==> src/rtl/key_pkg.sv <==
// -----------------------------------------------------------------------------
// key_pkg
// Shared types and constants for the key direction filter.
//   dir_t      : 2-bit direction code, W=0, A=1, S=2, D=3
//   KC_*       : USB HID keycodes for the four movement keys, the empty slot
//                code and the rollover-error code
//   dir_to_kc  : maps a direction code back to its keycode
// -----------------------------------------------------------------------------
package key_pkg;

  typedef enum logic [1:0] {
    DIR_W = 2'd0,
    DIR_A = 2'd1,
    DIR_S = 2'd2,
    DIR_D = 2'd3
  } dir_t;

  localparam logic [7:0] KC_W        = 8'h1A;
  localparam logic [7:0] KC_A        = 8'h04;
  localparam logic [7:0] KC_S        = 8'h16;
  localparam logic [7:0] KC_D        = 8'h07;
  localparam logic [7:0] KC_NONE     = 8'h00;
  localparam logic [7:0] KC_ROLLOVER = 8'h01;

  localparam int         STACK_DEPTH = 4;
  localparam logic [7:0] HELD_MAX    = 8'd255;

  function automatic logic [7:0] dir_to_kc(input dir_t d);
    logic [7:0] kc;
    case (d)
      DIR_W:   kc = KC_W;
      DIR_A:   kc = KC_A;
      DIR_S:   kc = KC_S;
      default: kc = KC_D;
    endcase
    return kc;
  endfunction

endpackage

==> src/rtl/key_direction_filter_if.sv <==
// -----------------------------------------------------------------------------
// key_direction_filter_if
// Bundles the report input, the frame strobe and the filtered outputs.
//
// Handshake: there is no backpressure. report_valid and frame_tick are
// single-cycle strobes that the filter always accepts on the rising edge
// that ends the cycle in which they are high; keycode_0..3 are only looked at
// while report_valid=1. key_new is a single-cycle strobe produced by the
// filter; keycode_out and held_frames are level outputs.
//
//   master : drives report_valid, keycode_0..3, frame_tick
//   slave  : drives keycode_out, key_new, held_frames and the dbg_* taps
//   dbg_depth / dbg_prev_mask expose the internal stack depth and the last
//   accepted pressed mask for observation.
// -----------------------------------------------------------------------------
interface key_direction_filter_if;
  logic       report_valid;
  logic [7:0] keycode_0;
  logic [7:0] keycode_1;
  logic [7:0] keycode_2;
  logic [7:0] keycode_3;
  logic       frame_tick;
  logic [7:0] keycode_out;
  logic       key_new;
  logic [7:0] held_frames;
  logic [2:0] dbg_depth;
  logic [3:0] dbg_prev_mask;

  modport master (
    output report_valid, keycode_0, keycode_1, keycode_2, keycode_3, frame_tick,
    input  keycode_out, key_new, held_frames, dbg_depth, dbg_prev_mask
  );

  modport slave (
    input  report_valid, keycode_0, keycode_1, keycode_2, keycode_3, frame_tick,
    output keycode_out, key_new, held_frames, dbg_depth, dbg_prev_mask
  );
endinterface

==> src/rtl/key_stack.sv <==
// -----------------------------------------------------------------------------
// key_stack
// Press-order stack of up to four direction codes. On update, entries whose
// direction is in remove_mask are dropped and the survivors compact towards
// the bottom (keeping their relative order); then every direction in
// push_mask is pushed in ascending code order, so the highest new code ends
// on top.
//   Clk, Reset_n : clock, asynchronous active-low reset
//   update       : apply remove_mask/push_mask on this edge
//   remove_mask  : one bit per direction to remove
//   push_mask    : one bit per direction to push
//   top          : most recently pushed direction (DIR_W when empty)
//   depth        : number of valid entries, 0..4
// -----------------------------------------------------------------------------
module key_stack
  import key_pkg::*;
(
  input  logic       Clk,
  input  logic       Reset_n,
  input  logic       update,
  input  logic [3:0] remove_mask,
  input  logic [3:0] push_mask,
  output dir_t       top,
  output logic [2:0] depth
);

  dir_t       entry_q [STACK_DEPTH];
  dir_t       entry_d [STACK_DEPTH];
  logic [2:0] depth_q;
  logic [2:0] depth_d;

  // Scratch values for the compact/push walk.
  logic [2:0] fill;
  logic [3:0] kept_mask;
  logic [1:0] top_idx;

  always_comb begin
    for (int i = 0; i < STACK_DEPTH; i++) begin
      entry_d[i] = entry_q[i];
    end
    depth_d   = depth_q;
    fill      = 3'd0;
    kept_mask = 4'b0000;

    if (update) begin
      // Walk bottom to top, copying survivors into the lowest free slot.
      for (int i = 0; i < STACK_DEPTH; i++) begin
        if (i < int'(depth_q) && !remove_mask[entry_q[i]]) begin
          entry_d[fill[1:0]]  = entry_q[i];
          kept_mask[entry_q[i]] = 1'b1;
          fill                = fill + 3'd1;
        end
      end
      // Ascending push order; skipping already-kept directions keeps every
      // direction unique even if the masks were inconsistent.
      for (int d = 0; d < STACK_DEPTH; d++) begin
        if (push_mask[d] && !kept_mask[d] && fill < 3'd4) begin
          entry_d[fill[1:0]] = dir_t'(d[1:0]);
          fill               = fill + 3'd1;
        end
      end
      depth_d = fill;
    end
  end

  always_ff @(posedge Clk or negedge Reset_n) begin
    if (!Reset_n) begin
      for (int i = 0; i < STACK_DEPTH; i++) begin
        entry_q[i] <= DIR_W;
      end
      depth_q <= 3'd0;
    end else begin
      for (int i = 0; i < STACK_DEPTH; i++) begin
        entry_q[i] <= entry_d[i];
      end
      depth_q <= depth_d;
    end
  end

  // depth 4 wraps to index 3 through the 2-bit subtraction.
  assign top_idx = depth_q[1:0] - 2'd1;
  assign top     = (depth_q == 3'd0) ? DIR_W : entry_q[top_idx];
  assign depth   = depth_q;

endmodule

==> src/rtl/key_direction_filter.sv <==
// -----------------------------------------------------------------------------
// key_direction_filter
// Turns raw 4-slot USB HID reports into a single movement keycode that the
// ball stage samples once per frame. The most recently pressed of W/A/S/D
// wins; releasing it falls back to the previously pressed key still held.
//   Clk, Reset_n : clock, asynchronous active-low reset
//   bus (slave)  : report_valid + keycode_0..3 in, frame_tick in,
//                  keycode_out / key_new / held_frames out, debug taps
// -----------------------------------------------------------------------------
module key_direction_filter
  import key_pkg::*;
(
  input  logic                  Clk,
  input  logic                  Reset_n,
  key_direction_filter_if.slave bus
);

  logic [3:0] prev_mask_q, prev_mask_d;
  logic [7:0] keycode_out_q, keycode_out_d;
  logic       key_new_q, key_new_d;
  logic [7:0] held_frames_q, held_frames_d;

  logic       rollover;
  logic       accept;
  logic [3:0] pressed_mask;
  logic [3:0] remove_mask;
  logic [3:0] push_mask;
  logic [7:0] frame_kc;
  dir_t       stack_top;
  logic [2:0] stack_depth;

  function automatic logic slot_has(input logic [7:0] kc,
                                    input logic [7:0] k0, input logic [7:0] k1,
                                    input logic [7:0] k2, input logic [7:0] k3);
    return (k0 == kc) || (k1 == kc) || (k2 == kc) || (k3 == kc);
  endfunction

  // Report decode: duplicates collapse naturally because each direction bit
  // is an OR over all slots.
  always_comb begin
    rollover     = slot_has(KC_ROLLOVER, bus.keycode_0, bus.keycode_1,
                            bus.keycode_2, bus.keycode_3);
    pressed_mask = {slot_has(KC_D, bus.keycode_0, bus.keycode_1, bus.keycode_2, bus.keycode_3),
                    slot_has(KC_S, bus.keycode_0, bus.keycode_1, bus.keycode_2, bus.keycode_3),
                    slot_has(KC_A, bus.keycode_0, bus.keycode_1, bus.keycode_2, bus.keycode_3),
                    slot_has(KC_W, bus.keycode_0, bus.keycode_1, bus.keycode_2, bus.keycode_3)};
    // A rollover report carries no trustworthy key state, so it is dropped.
    accept       = bus.report_valid && !rollover;
    remove_mask  = prev_mask_q & ~pressed_mask;
    push_mask    = pressed_mask & ~prev_mask_q;
    prev_mask_d  = accept ? pressed_mask : prev_mask_q;
  end

  key_stack u_key_stack (
    .Clk         (Clk),
    .Reset_n     (Reset_n),
    .update      (accept),
    .remove_mask (remove_mask),
    .push_mask   (push_mask),
    .top         (stack_top),
    .depth       (stack_depth)
  );

  // Frame sampling reads the registered stack, so a report arriving in the
  // same cycle only becomes visible at the following frame_tick.
  always_comb begin
    frame_kc      = (stack_depth == 3'd0) ? KC_NONE : dir_to_kc(stack_top);
    keycode_out_d = keycode_out_q;
    key_new_d     = 1'b0;
    held_frames_d = held_frames_q;
    if (bus.frame_tick) begin
      keycode_out_d = frame_kc;
      if (frame_kc != keycode_out_q) begin
        key_new_d     = 1'b1;
        held_frames_d = 8'd0;
      end else if (held_frames_q != HELD_MAX) begin
        held_frames_d = held_frames_q + 8'd1;
      end
    end
  end

  always_ff @(posedge Clk or negedge Reset_n) begin
    if (!Reset_n) begin
      prev_mask_q   <= 4'b0000;
      keycode_out_q <= KC_NONE;
      key_new_q     <= 1'b0;
      held_frames_q <= 8'd0;
    end else begin
      prev_mask_q   <= prev_mask_d;
      keycode_out_q <= keycode_out_d;
      key_new_q     <= key_new_d;
      held_frames_q <= held_frames_d;
    end
  end

  assign bus.keycode_out   = keycode_out_q;
  assign bus.key_new       = key_new_q;
  assign bus.held_frames   = held_frames_q;
  assign bus.dbg_depth     = stack_depth;
  assign bus.dbg_prev_mask = prev_mask_q;

endmodule

==> src/flat_wrapper.sv <==
// flat-port wrapper written by rule: the top's interface ports become plain ports
module key_direction_filter_flat import key_pkg::*;
  (Clk, Reset_n, bus_report_valid, bus_keycode_0, bus_keycode_1, bus_keycode_2, bus_keycode_3, bus_frame_tick, bus_keycode_out, bus_key_new, bus_held_frames, bus_dbg_depth, bus_dbg_prev_mask);
  key_direction_filter_if bus_i ();
  input  logic Clk;
  input  logic Reset_n;
  input wire logic [$bits(bus_i.report_valid)-1:0] bus_report_valid;
  input wire logic [$bits(bus_i.keycode_0)-1:0] bus_keycode_0;
  input wire logic [$bits(bus_i.keycode_1)-1:0] bus_keycode_1;
  input wire logic [$bits(bus_i.keycode_2)-1:0] bus_keycode_2;
  input wire logic [$bits(bus_i.keycode_3)-1:0] bus_keycode_3;
  input wire logic [$bits(bus_i.frame_tick)-1:0] bus_frame_tick;
  output wire logic [$bits(bus_i.keycode_out)-1:0] bus_keycode_out;
  output wire logic [$bits(bus_i.key_new)-1:0] bus_key_new;
  output wire logic [$bits(bus_i.held_frames)-1:0] bus_held_frames;
  output wire logic [$bits(bus_i.dbg_depth)-1:0] bus_dbg_depth;
  output wire logic [$bits(bus_i.dbg_prev_mask)-1:0] bus_dbg_prev_mask;
  assign bus_i.report_valid = bus_report_valid;
  assign bus_i.keycode_0 = bus_keycode_0;
  assign bus_i.keycode_1 = bus_keycode_1;
  assign bus_i.keycode_2 = bus_keycode_2;
  assign bus_i.keycode_3 = bus_keycode_3;
  assign bus_i.frame_tick = bus_frame_tick;
  assign bus_keycode_out = bus_i.keycode_out;
  assign bus_key_new = bus_i.key_new;
  assign bus_held_frames = bus_i.held_frames;
  assign bus_dbg_depth = bus_i.dbg_depth;
  assign bus_dbg_prev_mask = bus_i.dbg_prev_mask;
  key_direction_filter u_core (.Clk(Clk), .Reset_n(Reset_n), .bus(bus_i));
endmodule
==> config.mk <==
export PLATFORM = sky130hd
export DESIGN_NAME = key_direction_filter_flat
export DESIGN_NICKNAME = d
export VERILOG_FILES = /design/src/rtl/key_pkg.sv /design/src/rtl/key_direction_filter_if.sv /design/src/rtl/key_stack.sv /design/src/rtl/key_direction_filter.sv /design/src/flat_wrapper.sv
export SDC_FILE = /design/constraint.sdc
export NUM_CORES = 1
export LEC_CHECK = 0
export ABC_AREA = 1
export BUFFER_PORTS_ARGS = -buffer_cell sky130_fd_sc_hd__buf_4
export CELL_PAD_IN_SITES_DETAIL_PLACEMENT = 1
export CELL_PAD_IN_SITES_GLOBAL_PLACEMENT = 1
export CORE_MARGIN = 5
export CORE_UTILIZATION = 43
export DETAILED_ROUTE_END_ITERATION = 8
export PLACE_DENSITY = 0.95
export SKIP_CTS_REPAIR_TIMING = 1
export SLEW_MARGIN = 15
export SYNTH_ARGS = -nofsm -noshare
export SYNTH_HDL_FRONTEND = slang
export SYNTH_SLANG_ARGS = --single-unit
==> constraint.sdc <==
create_clock -name Clk -period 9.7 [get_ports Clk]
set_clock_uncertainty 0.1 [all_clocks]
set_input_delay 0.97 -clock Clk [delete_from_list [all_inputs] [get_ports Clk]]
set_output_delay 0.97 -clock Clk [all_outputs]
set_load 0.05 [all_outputs]
==> summary.md <==
| Metric | Value |
|---|---|
| Post-DP HPWL | `9.35 mm` |
| Post-synthesis cell count | `569` |
| CP Class | `input pin to register` |
| Leakage | `0.00222 uW` |
| Clk_lat worst skew | `280 ps` |
| Die Wd | `99.7 um` |
| Die Y | `99.7 um` |
| Power per cell area | `296 nW/um^2` |
| WL final | `11.3 mm` |
| Vias | `3795` |
| Area delta synth->final | `17.6%` |
| Worst Setup Start Kind | `input pin` |
| IO Pins | `60` |
| Primary flip-flop cell chosen by synthesis mapping | `dfrtp_1` |
| Distinct cells, synth | `42` |
| Tmin final | `5780 ps` |
| Port bufs | `56` |
| Worst VDD drop | `0.208 mV` |
| Hold crit path type | `register to register` |
| Endpoints failing setup | `0` |
| Clock slew at reported path FFs | `70 ps` |
| Worst-Margin Slew | `591 ps` |
| RSZ-0062 raised after global routing | `no` |
| GRT Total Usage | `22.7%` |
| First-pass GRT wire length | `18.5 mm` |
| Post-layout instance area | `4070 um^2` |
| Largest net degree at the start of global routing | `30` |
| Crit path max fanout | `6` |
| Max Cap Violations | `0` |
| Async SR Flop Fraction | `100%` |
| CTS Root Cell | `clkbuf_8` |
| Dpl cells | `720` |
| Crit. End Element | `register` |
| Fmax | `173 MHz` |
| Die area | `9950 um^2` |
| Total power | `1200 uW` |
| Synthesized area | `3460 um^2` |
| Register area share after synthesis | `21.0%` |
| Antenna diodes | `0` |
| Slowest cell on the critical path | `ha_1` |
| Slew Limit Fails | `0` |
| 1st-pass router iterations | `6` |
| NumNets Final | `681` |
| CTS Buffer Depth | `2` |
| EDFF count, synth | `0` |
| CP most frequent cell | `inv_1` |
| Vias in the first global route | `3952` |
| CTS H-tree depth | `2` |
| Initial antenna violation count | `0` |
| Worst EP required | `9770 ps` |
| Layout cells sized above 1 | `21.9%` |
| Tcrit/Tclk final | `59.6%` |
| Yosys warnings | `0` |
| Average size of a mapped cell | `6.09 um^2` |
| Worst Hold Slack | `440 ps` |
| Placed cell area | `3970 um^2` |
| CTS Buf Count | `5` |
| Final hold violations | `0` |
| Outcome | `complete, no violations` |
| Residual DRC | `0` |
| Rel. slew slack | `60.5%` |
| Yosys reg bits | `29` |
| DRT iter0 DRCs | `109` |
| GRT overflow | `0` |
| TritonCTS clock tree | `built` |
| CP peak stage delay | `360 ps` |
| Core area | `7770 um^2` |
| WL/cell | `15.5 um` |
| Setup_tns | `0 ps` |
| Worst path arrival time | `5860 ps` |
| Vias per cell | `5.21` |
| Placer Congestion | `0.917` |
| Sink Count | `29` |
| Post-route ant nets | `0` |
| Non-Filler Instances | `728` |
| Initial Utilization | `44.6%` |
| # rows | `32` |
==> path summary, 6_finish.rpt <==
kind / end / depth (start not counted) / from / slack, ps
max in group asynchronous: u_core.bus.dbg_prev_mask[2] / 1 / Reset_n / 8720
max: u_core.u_key_stack.depth[1] / 37 / bus_keycode_0[2] / 3920
min reg2reg: u_core.bus.held_frames[7] / 1 / u_core.bus.held_frames[7] / 440
min in group asynchronous: u_core.bus.keycode_out[3] / 1 / Reset_n / 510
max reg2reg: u_core.u_key_stack.depth[1] / 31 / u_core.u_key_stack.entry_q[4] / 4540
min: u_core.bus.held_frames[7] / 1 / u_core.bus.held_frames[7] / 440
==> Yosys cell counts (all sizes together), types with 4 or more instances <==
cell,instances,area [um^2]
o211ai,4,30.0
o21ai,32,175
nand2,188,783
nand3b,4,33.8
nand3,53,315
nor4,4,31.3
nand4,6,37.5
dfrtp,29,726
nor2,81,397
a21oi,18,101
inv,97,364
nor3,7,40.0
ha,20,250
buf,6,37.5
==> routing by layer <==
metal  vias up  GRT usage, %  part of all wire, %
li1       1893             -                    -
met1      1828          29.6                   45
met2        64          41.0                   51
met3        10          2.45                  3.5
met4         0          3.26                 0.74
met5         -             0                    0
==> flip-flops by register name, summed over array words and instances, names as in the netlist <==
register                    count
u_core.bus.key_new              1
u_core.bus.keycode_out          5
u_core.u_key_stack.depth        3
u_core.u_key_stack.entry_q      8
u_core.bus.dbg_prev_mask        4
u_core.bus.held_frames          8
==> kinds of logic (layout without fill, tap and decap cells) <==
family,after synthesis,in the layout,synth area share (%)
fa+ha+maj,20,20,7.23
flops,29,29,21.0
other cells,1,3,0.108
compound gates,64,64,11.2
xor+xnor,3,3,0.759
simple gates,346,346,47.8
buf+inv,106,161,11.9
==> power by group <==
group | internal (uW) | leakage, uW | switching (uW)
sequential | 153 | 0.000356 | 58.0
combinational | 285 | 0.00181 | 597
clock | 64.0 | 0.0000542 | 46.2
total | 502 | 0.00222 | 701
==> metrics by stage <==
step / setup slack (ps) / util, %
after global placement: 3940 / 51.1
after CTS: 3930 / 52.4
after detailed placement: 3640 / 51.1
final: 3920 / 52.4
after floorplan: 4340 / -
after global routing: 3500 / 52.4
==> cells in the final DEF (no fill, tap or decap), drive strengths merged <==
master  synthesis  layout
a31oi           2       2
clkinv          0       1
nor3            7       7
nand4           6       6
o22ai           1       1
and2            2       2
nor2           81      81
nor4            4       4
nand3b          4       4
inv            97      97
a21oi          18      18
a22oi           2       2
clkbuf          3       7
buf             6      56
conb            1       3
a21boi          2       2
nand2         188     188
o221ai          2       2
xor2            1       1
dfrtp          29      29
o21ai          32      32
nand3          53      53
xnor2           2       2
a221oi          1       1
ha             20      20
o211ai          4       4
or2             1       1
==> layout make-up <==
class | count | area, um^2
sequential | 29 | 726
fill | 1108 | 3700
clock buffer | 7 | 96.3
clock inverter | 1 | 5.00
inverter | 97 | 364
multi-input combinational | 436 | 2330
timing repair buffer | 56 | 420
tap | 102 | 128
==> critical path, delay by kind of cell <==
kind                       cells  cell delay, ps
AOI/OAI and AO/OA              2             300
adders and majority gates      5            1290
buffers and inverters          9             670
and+or+nand+nor               21            2610
Note: power is estimated with default switching activity, not from simulation.
